## src/rtl/dbus_arbiter.sv

```systemverilog
// dbus_arbiter: shares the single D-bus interconnect port between the rv_core
// data port (core) and the debug-module system-bus port (dm). One transaction
// is outstanding at a time. Ties are broken round-robin or with fixed dm
// priority. A bus timeout force-completes a transfer with an error so a dead
// slave cannot hang either master.
module dbus_arbiter #(
  parameter bit          FIXED_DM_PRIO = 1'b0,
  parameter int unsigned TIMEOUT       = 64,
  parameter int unsigned TW            = 7
) (
  input  logic        clk,
  input  logic        rst_n,
  // core master
  input  logic        core_req,
  input  logic        core_we,
  input  logic [1:0]  core_size,
  input  logic [31:0] core_addr,
  input  logic [31:0] core_wdata,
  output logic [31:0] core_rdata,
  output logic        core_done,
  output logic        core_err,
  // debug-module master
  input  logic        dm_req,
  input  logic        dm_we,
  input  logic [1:0]  dm_size,
  input  logic [31:0] dm_addr,
  input  logic [31:0] dm_wdata,
  output logic [31:0] dm_rdata,
  output logic        dm_done,
  output logic        dm_err,
  // interconnect side
  output logic        s_req,
  output logic        s_we,
  output logic [1:0]  s_size,
  output logic [31:0] s_addr,
  output logic [31:0] s_wdata,
  input  logic [31:0] s_rdata,
  input  logic        s_done,
  // status
  output logic        busy,
  output logic        grant_dm
);

  typedef enum logic [1:0] {
    IDLE      = 2'd0,
    BUSY_CORE = 2'd1,
    BUSY_DM   = 2'd2
  } state_e;

  // Last counter value of a transfer; unused (and harmless) when TIMEOUT = 0.
  localparam logic [TW-1:0] TO_LAST = TW'((TIMEOUT > 0) ? TIMEOUT - 1 : 0);

  state_e        state_q, state_d;
  logic          grant_dm_q, grant_dm_d;
  logic          we_q, we_d;
  logic [1:0]    size_q, size_d;
  logic [31:0]   addr_q, addr_d;
  logic [31:0]   wdata_q, wdata_d;
  logic [TW-1:0] cnt_q, cnt_d;

  logic          pick_dm;
  logic          expire;
  logic          in_busy;

  assign in_busy = (state_q != IDLE);
  assign expire  = (TIMEOUT != 0) && (cnt_q == TO_LAST);

  // Next-state: arbitrate and capture the winner in IDLE, run the timeout in BUSY.
  always_comb begin
    // NOTE: every variable gets a default before the case so no path leaves it
    // unassigned; a missing default here would infer a latch.
    state_d    = state_q;
    grant_dm_d = grant_dm_q;
    we_d       = we_q;
    size_d     = size_q;
    addr_d     = addr_q;
    wdata_d    = wdata_q;
    cnt_d      = cnt_q;
    pick_dm    = 1'b0;

    unique case (state_q)
      IDLE: begin
        cnt_d = '0;
        if (core_req || dm_req) begin
          if (core_req && dm_req) begin
            pick_dm = FIXED_DM_PRIO ? 1'b1 : !grant_dm_q;
          end else begin
            pick_dm = dm_req;
          end
          grant_dm_d = pick_dm;
          we_d       = pick_dm ? dm_we    : core_we;
          size_d     = pick_dm ? dm_size  : core_size;
          addr_d     = pick_dm ? dm_addr  : core_addr;
          wdata_d    = pick_dm ? dm_wdata : core_wdata;
          state_d    = pick_dm ? BUSY_DM  : BUSY_CORE;
        end
      end
      BUSY_CORE, BUSY_DM: begin
        if (s_done || expire) begin
          state_d = IDLE;
        end else begin
          cnt_d = cnt_q + TW'(1);
        end
      end
      default: state_d = IDLE;
    endcase
  end

  // State and captured-request registers with synchronous reset.
  always_ff @(posedge clk) begin
    // NOTE: sequential state uses non-blocking assignments so every flop
    // samples its pre-edge value regardless of statement order.
    if (!rst_n) begin
      state_q    <= IDLE;
      grant_dm_q <= 1'b0;
      cnt_q      <= '0;
      // NOTE: the captured request fields are a handful of flops, not a
      // memory, so they are reset too and never drive X onto the bus.
      we_q       <= 1'b0;
      size_q     <= 2'd0;
      addr_q     <= '0;
      wdata_q    <= '0;
    end else begin
      state_q    <= state_d;
      grant_dm_q <= grant_dm_d;
      cnt_q      <= cnt_d;
      we_q       <= we_d;
      size_q     <= size_d;
      addr_q     <= addr_d;
      wdata_q    <= wdata_d;
    end
  end

  // Completion steering: only the owner of the transfer sees done/err/rdata;
  // a reset cycle suppresses any completion.
  always_comb begin
    core_done  = 1'b0;
    core_err   = 1'b0;
    core_rdata = '0;
    dm_done    = 1'b0;
    dm_err     = 1'b0;
    dm_rdata   = '0;
    if (rst_n && in_busy && (s_done || expire)) begin
      if (state_q == BUSY_DM) begin
        dm_done  = 1'b1;
        dm_err   = !s_done;
        dm_rdata = s_done ? s_rdata : '0;
      end else begin
        core_done  = 1'b1;
        core_err   = !s_done;
        core_rdata = s_done ? s_rdata : '0;
      end
    end
  end

  assign s_req    = in_busy;
  assign s_we     = we_q;
  assign s_size   = size_q;
  assign s_addr   = addr_q;
  assign s_wdata  = wdata_q;
  assign busy     = in_busy;
  assign grant_dm = grant_dm_q;

endmodule

```

## config.mk

```make
export PLATFORM = sky130hd
export DESIGN_NAME = dbus_arbiter
export DESIGN_NICKNAME = d
export VERILOG_FILES = /design/src/rtl/dbus_arbiter.sv
export SDC_FILE = /design/constraint.sdc
export NUM_CORES = 1
export LEC_CHECK = 0
export ABC_AREA = 0
export BUFFER_PORTS_ARGS = -buffer_cell sky130_fd_sc_hd__buf_2
export CAP_MARGIN = 20
export CELL_PAD_IN_SITES_DETAIL_PLACEMENT = 1
export CELL_PAD_IN_SITES_GLOBAL_PLACEMENT = 1
export CORE_MARGIN = 8
export CORE_UTILIZATION = 26
export CTS_BUF_LIST = sky130_fd_sc_hd__clkbuf_16
export DETAILED_ROUTE_END_ITERATION = 8
export PLACE_DENSITY = 0.9
export SLEW_MARGIN = 40
export SYNTH_ARGS = -nofsm -noshare
export SYNTH_HDL_FRONTEND = slang
export SYNTH_SLANG_ARGS = --single-unit
```

## constraint.sdc

```tcl
create_clock -name clk -period 2 [get_ports clk]
set_input_delay 0.4 -clock clk [delete_from_list [all_inputs] [get_ports clk]]
set_output_delay 0.4 -clock clk [all_outputs]
set_load 0.03 [all_outputs]
```

; After elaboration in Yosys (flattened, before gate mapping)
; Index checks and enable logic that the tools add are counted.
[word_totals]
register_bits = 77
in_bits = 171
[classes]
addsub = 1
eq_ne = 6
n_reduce_logical = 14
n_mux = 26
[ops]
columns = op, n
row1 = 32-bit 2-to-1 mux, 7
row2 = 7-bit case mux with 2 select lines, 1
row3 = 1-bit 2-to-1 mux, 12
row4 = 2-bit 2-to-1 mux, 4
row5 = 7-bit by 1-bit adder with 7-bit output (second input constant), 1
row6 = 7-bit by 6-bit equality test with 1-bit output (second input constant), 1
row7 = 7-bit 2-to-1 mux, 1
row8 = 2-bit != test (second input constant), 3
row9 = 2-bit AND reduction, 3
row10 = 2-bit case mux with 2 select lines, 1
row11 = 2-bit nonzero test, 2
row12 = 1-bit logical AND, 3
row13 = 2-bit by 1-bit equality test with 1-bit output (second input constant), 1
row14 = 2-bit equality test (second input constant), 1
row15 = 1-bit zero test, 2
row16 = 2-bit zero test, 1
row17 = 1-bit logical OR, 2
row18 = 2-bit OR reduction, 1

; Logic depth before layout (Yosys ltp)
[logic_depth]
depth_word = 7
mapped_depth = 7
ltp_nobuf = 6

; Worst setup path after synthesis
; OpenSTA, ideal clock, no wires.
[synth_timing]
kind = register to output
start = reg state_q[0]
end = out core_err
path_stages_with_launch = 6
setup_slack_ns = -0.268
t_arrival_ns = 1.868
required_time_ns = 1.600
cell_sequence = dfxtp_1 -> inv_1 -> ha_1 -> inv_2 -> nand2_1 -> nor4_1
[synth_via]
elab_chain_cells = 4
elab_cells_between_ends = 6
cone_classes = eq/ne (1) / mux (2) / reduce/logical (3)
[synth_lines]
columns = element, line_no
row1 = start: declaration, 53  ; state_e state_q, state_d;
row2 = start signal: assignment, 124  ; state_q <= state_d;
row3 = 2-bit nonzero test, 65  ; assign in_busy = (state_q != IDLE);
row4 = net busy, 40  ; output logic busy,
row5 = 1-bit logical AND (2 in series), 143  ; if (rst_n && in_busy && (s_done || expire)) begin
row6 = 1-bit 2-to-1 mux, 143
row7 = end: declaration, 21  ; output logic core_err,
; The timed path passes the listed nets, and every way through them passes these cells.

; Final worst setup path
[layout_timing]
start = reg state_q[1]
end = out core_rdata[20]
[layout_via]
elab_chain_cells = 4
elab_cells_between_ends = 6
cone_classes = eq/ne (1) / mux (2) / reduce/logical (3)
[layout_lines]
columns = element, line_no
row1 = 2-bit nonzero test, 65
row2 = 1-bit logical AND (2 in series), 143
row3 = 32-bit 2-to-1 mux *, 143
row4 = end: declaration, 19  ; output logic [31:0] core_rdata,
; Every way passes the cells marked *; elsewhere a longest branch is shown, timed or not.

==> run_summary.xml <==
<?xml version="1.0" encoding="UTF-8"?>
<metrics>
  <group name="worst_hold_path">
    <metric name="min_path_type" unit="">input pin to flop</metric>
  </group>
  <group name="grt">
    <metric name="grt.total_usage" unit="%">20.3</metric>
    <metric name="antenna_found_initial" unit="">8</metric>
    <metric name="grt_max_degree" unit="">75</metric>
    <metric name="first_pass_grt_wire_length" unit="um">29800</metric>
    <metric name="grt_pass1_vias" unit="">5297</metric>
    <metric name="grt_overflow_total" unit="">0</metric>
  </group>
  <group name="outcome">
    <metric name="violations_in_the_final_reports" unit="">setup timing</metric>
    <metric name="run_status" unit="">complete, but fails checks</metric>
  </group>
  <group name="power_and_ir_drop">
    <metric name="power.static_leakage" unit="nW">3.30</metric>
    <metric name="fin_total_pwr" unit="mW">5.74</metric>
    <metric name="power.ir.vdd_worst" unit="mV">0.356</metric>
    <metric name="power_per_cell_area" unit="nW/um^2">860</metric>
  </group>
  <group name="yosys">
    <metric name="synth-seq-area-share" unit="%">39.9</metric>
    <metric name="synth_compound_area_share" unit="%">21.8</metric>
    <metric name="synthesis.instances" unit="">520</metric>
    <metric name="synth-async-reset-ratio" unit="%">0</metric>
    <metric name="synth_enable_flop_cells" unit="">0</metric>
    <metric name="synthXorXnorAreaFrac" unit="%">0.227</metric>
    <metric name="synth_adder_area_share" unit="%">0.972</metric>
    <metric name="ys_dominant_reg_cell" unit="">sky130_fd_sc_hd__dfxtp_1</metric>
    <metric name="synth-seq-cells" unit="">77</metric>
    <metric name="synth_top_family_by_area" unit="">simple AND/OR/NAND/NOR gates</metric>
    <metric name="syn-mean-instance-area" unit="sq um">7.42</metric>
    <metric name="synthTopCellsByArea" unit="">sky130_fd_sc_hd__dfxtp_1 (40%), sky130_fd_sc_hd__nand2_1 (14%), sky130_fd_sc_hd__a31oi_1 (11%), sky130_fd_sc_hd__and2_1 (11%), sky130_fd_sc_hd__o21ai_0 (6.2%)</metric>
    <metric name="yosysWarningCount" unit="">0</metric>
    <metric name="synth_mux_area_share" unit="%">0.519</metric>
    <metric name="synth_simple_gate_area_share" unit="%">29.7</metric>
    <metric name="number_of_different_library_cells_in_the_post_synthesis_netlist" unit="">37</metric>
    <metric name="yosys.area.top_type" unit="">sky130_fd_sc_hd__dfxtp_1</metric>
    <metric name="syn_nets" unit="">694</metric>
    <metric name="synth_top_cell_area_share" unit="%">39.9</metric>
    <metric name="post_synth_instance_area" unit="sq um">3860</metric>
  </group>
  <group name="critical_path">
    <metric name="critical_path.slowest_cell" unit="">sky130_fd_sc_hd__dfxtp_2</metric>
    <metric name="worst_setup_path_end_kind" unit="">primary output</metric>
    <metric name="cp_top_family" unit="">buffers and inverters</metric>
    <metric name="startpoint_type_of_the_worst_setup_path" unit="">flop</metric>
    <metric name="total_buffers_and_inverters_traversed_by_the_critical_path" unit="">4</metric>
    <metric name="timing.critical_path.cells" unit="">buf_4 -&gt; ha_2 -&gt; inv_1 -&gt; and3_4 -&gt; clkbuf_16 -&gt; and2_1 -&gt; buf_6</metric>
    <metric name="worst-setup-path-type" unit="">flop to primary output</metric>
    <metric name="timing.critical_path.arrival" unit="ns">1.90</metric>
    <metric name="critical_path.max_fanout" unit="">15</metric>
    <metric name="crit_required" unit="ns">1.60</metric>
    <metric name="timing.critical_path.slowest_cell_delay" unit="ns">0.33</metric>
  </group>
  <group name="placed_design">
    <metric name="placement.cell_area" unit="sq um">5550</metric>
    <metric name="hpwlAfterDp" unit="um">14500</metric>
    <metric name="place_congestion" unit="">0.876</metric>
    <metric name="placement.io_buffers" unit="">308</metric>
    <metric name="dp_slack" unit="ns">0.0697</metric>
  </group>
  <group name="cts">
    <metric name="htree_levels" unit="">3</metric>
    <metric name="clkLatencyLatePin" unit="ns">0.33</metric>
    <metric name="cts_bufs_inserted" unit="">9</metric>
    <metric name="maximum_buffer_depth_of_the_clock_tree" unit="">2</metric>
    <metric name="worst_setup_hold_path_clk_slew" unit="ns">0.06</metric>
    <metric name="cts_root_buf" unit="">sky130_fd_sc_hd__clkbuf_16</metric>
    <metric name="clock_tree_from_tritoncts" unit="">built</metric>
    <metric name="clock-sinks" unit="">77</metric>
  </group>
  <group name="floorplanning">
    <metric name="row_count" unit="">44</metric>
    <metric name="core" unit="sq um">14500</metric>
    <metric name="chipWidth" unit="um">138</metric>
    <metric name="initial_core_util" unit="%">26.6</metric>
    <metric name="die_area" unit="sq um">19000</metric>
    <metric name="floorplan.die.height" unit="um">138</metric>
    <metric name="io_pins" unit="">309</metric>
  </group>
  <group name="cells_and_area">
    <metric name="layout.cells.most_common" unit="">sky130_fd_sc_hd__buf_2</metric>
    <metric name="area_growth" unit="%">73.0</metric>
    <metric name="most_frequent_cells_in_the_layout" unit="">sky130_fd_sc_hd__buf_2 (240), sky130_fd_sc_hd__nand2_1 (145), sky130_fd_sc_hd__dfxtp_1 (73)</metric>
    <metric name="layout.core_utilization" unit="%">45.9</metric>
    <metric name="area_taken_by_multi_input_logic_gates" unit="sq um">2290</metric>
    <metric name="ff_latch_area" unit="sq um">1550</metric>
    <metric name="layout-drive-gt1-share" unit="%">52.2</metric>
    <metric name="fillerInstances" unit="">1822</metric>
    <metric name="design.final.nets" unit="">993</metric>
    <metric name="finish.instance_area" unit="sq um">6680</metric>
  </group>
  <group name="timing">
    <metric name="timing.final.ws_setup" unit="ns">-0.301</metric>
    <metric name="period_share" unit="%">115</metric>
    <metric name="finalMaxSlewViolations" unit="">0</metric>
    <metric name="tightest_slew" unit="ns">0.448</metric>
    <metric name="max_freq" unit="GHz">0.435</metric>
    <metric name="layout_min_cycle_time" unit="ns">2.30</metric>
    <metric name="setup_viol_count_final" unit="">67</metric>
    <metric name="final_hold_vio_count" unit="">0</metric>
    <metric name="rsz0062_at_grt" unit="">true</metric>
    <metric name="clk_skew" unit="ns">0.00345</metric>
    <metric name="setup-tns-final" unit="ns">-15.67</metric>
    <metric name="slew-limit-headroom" unit="%">70.1</metric>
  </group>
  <group name="routing">
    <metric name="route.detailed.wl_per_inst" unit="um">22.0</metric>
    <metric name="avgViaCountPerCell" unit="">5.09</metric>
    <metric name="drt_pre_antenna_iters" unit="">4</metric>
    <metric name="drt_first_iter_violations" unit="">183</metric>
    <metric name="route.detailed.drc" unit="">0</metric>
    <metric name="antenna_violating_nets_left" unit="">0</metric>
    <metric name="dr_total_vias" unit="">5178</metric>
    <metric name="routed_wirelength" unit="um">22400</metric>
  </group>
  <group name="job">
    <metric name="drv.max_cap_violation_count" unit="">0</metric>
  </group>
</metrics>
-- layer usage --
layer,share of wire [%],track usage [%],vias to the layer above
li1,-,-,2383
met4,6.0,12.2,0
met3,9.7,7.04,72
met1,36,19.9,2421
met2,49,36.3,302
met5,0,0,-
-- where the power goes --
group          switching (mW)  leakage, nW  internal [mW]
clock network           0.637        0.156           1.08
registers               0.128        0.640           1.78
logic                    1.40         2.50          0.723
total                    2.16         3.30           3.58
-- Yosys cell counts, drive strengths merged, types with 2 or more instances --
cell type,count
and3,3
inv,4
buf,31
a31oi,67
nand2,148
nand3,6
nor3,3
nor2b,2
nand4,2
a21oi,2
o21ai,70
mux2i,2
and2,66
clkbuf,13
ha,3
nand2b,4
dfxtp,77
nor2,7
-- what timing repair did --
item                       in CTS  in global routing
pin swaps                       8                  6
setup endpoints to repair      66                 68
cloned                          2                  1
setup buffers                   8                  5
hold buffers                    0                  0
gates resized for setup       163                 60
-- through the flow --
step / std cells / hold WS, ns
after floorplan: 520 / 0.437
after global placement: 980 / 0.444
after detailed placement: 980 / 0.458
after CTS: 1006 / 0.304
after global routing: 1017 / 0.314
final: 1017 / 0.323
-- path summary, 6_finish.rpt --
check	start	end	slack [ns]	cells after the start
setup reg to reg	state_q[0]	s_wdata[25]	0.19	9
hold reg to reg	state_q[0]	state_q[0]	0.47	1
setup / recovery	state_q[1]	core_rdata[20]	-0.30	7
hold / removal	dm_addr[10]	s_addr[10]	0.32	3
-- registers in the layout (all words and copies together), names as in the netlist --
signal    count
s_addr       32
grant_dm      1
state_q       2
s_size        2
cnt_q         7
s_we          1
s_wdata      32
-- cell families (layout without fill, tap and decap cells) --
logic type	count (synthesis)	count (layout)
XOR/XNOR	1	1
AND/OR/NAND/NOR	243	243
adder cells (fa/ha/maj)	3	3
multiplexers	2	2
buffers and inverters	48	352
AO/OA/AOI/OAI	146	146
other	0	9
flip-flops	77	77
-- cell type report --
| type | count | area share (%) |
|---|---|---|
| multi-input cells | 395 | 34.3 |
| clock inverters | 7 | 1.22 |
| inverters | 4 | 0.300 |
| diodes | 9 | 0.337 |
| repair buffers | 332 | 33.8 |
| well taps | 184 | 3.45 |
| flip-flops and latches | 77 | 23.2 |
| clock buffers | 9 | 3.37 |
-- worst reg2reg max path, stage by stage (launching register included) --
cell and delay (ns):
sky130_fd_sc_hd__dfxtp_2 0.32, sky130_fd_sc_hd__inv_2 0.08, sky130_fd_sc_hd__ha_4 0.15, sky130_fd_sc_hd__buf_4 0.15, sky130_fd_sc_hd__inv_6 0.04, sky130_fd_sc_hd__buf_4 0.14
sky130_fd_sc_hd__nor2_4 0.17, sky130_fd_sc_hd__buf_12 0.25, sky130_fd_sc_hd__o21ai_1 0.17, sky130_fd_sc_hd__a31oi_1 0.25
Note: power is estimated with default switching activity, not from simulation.
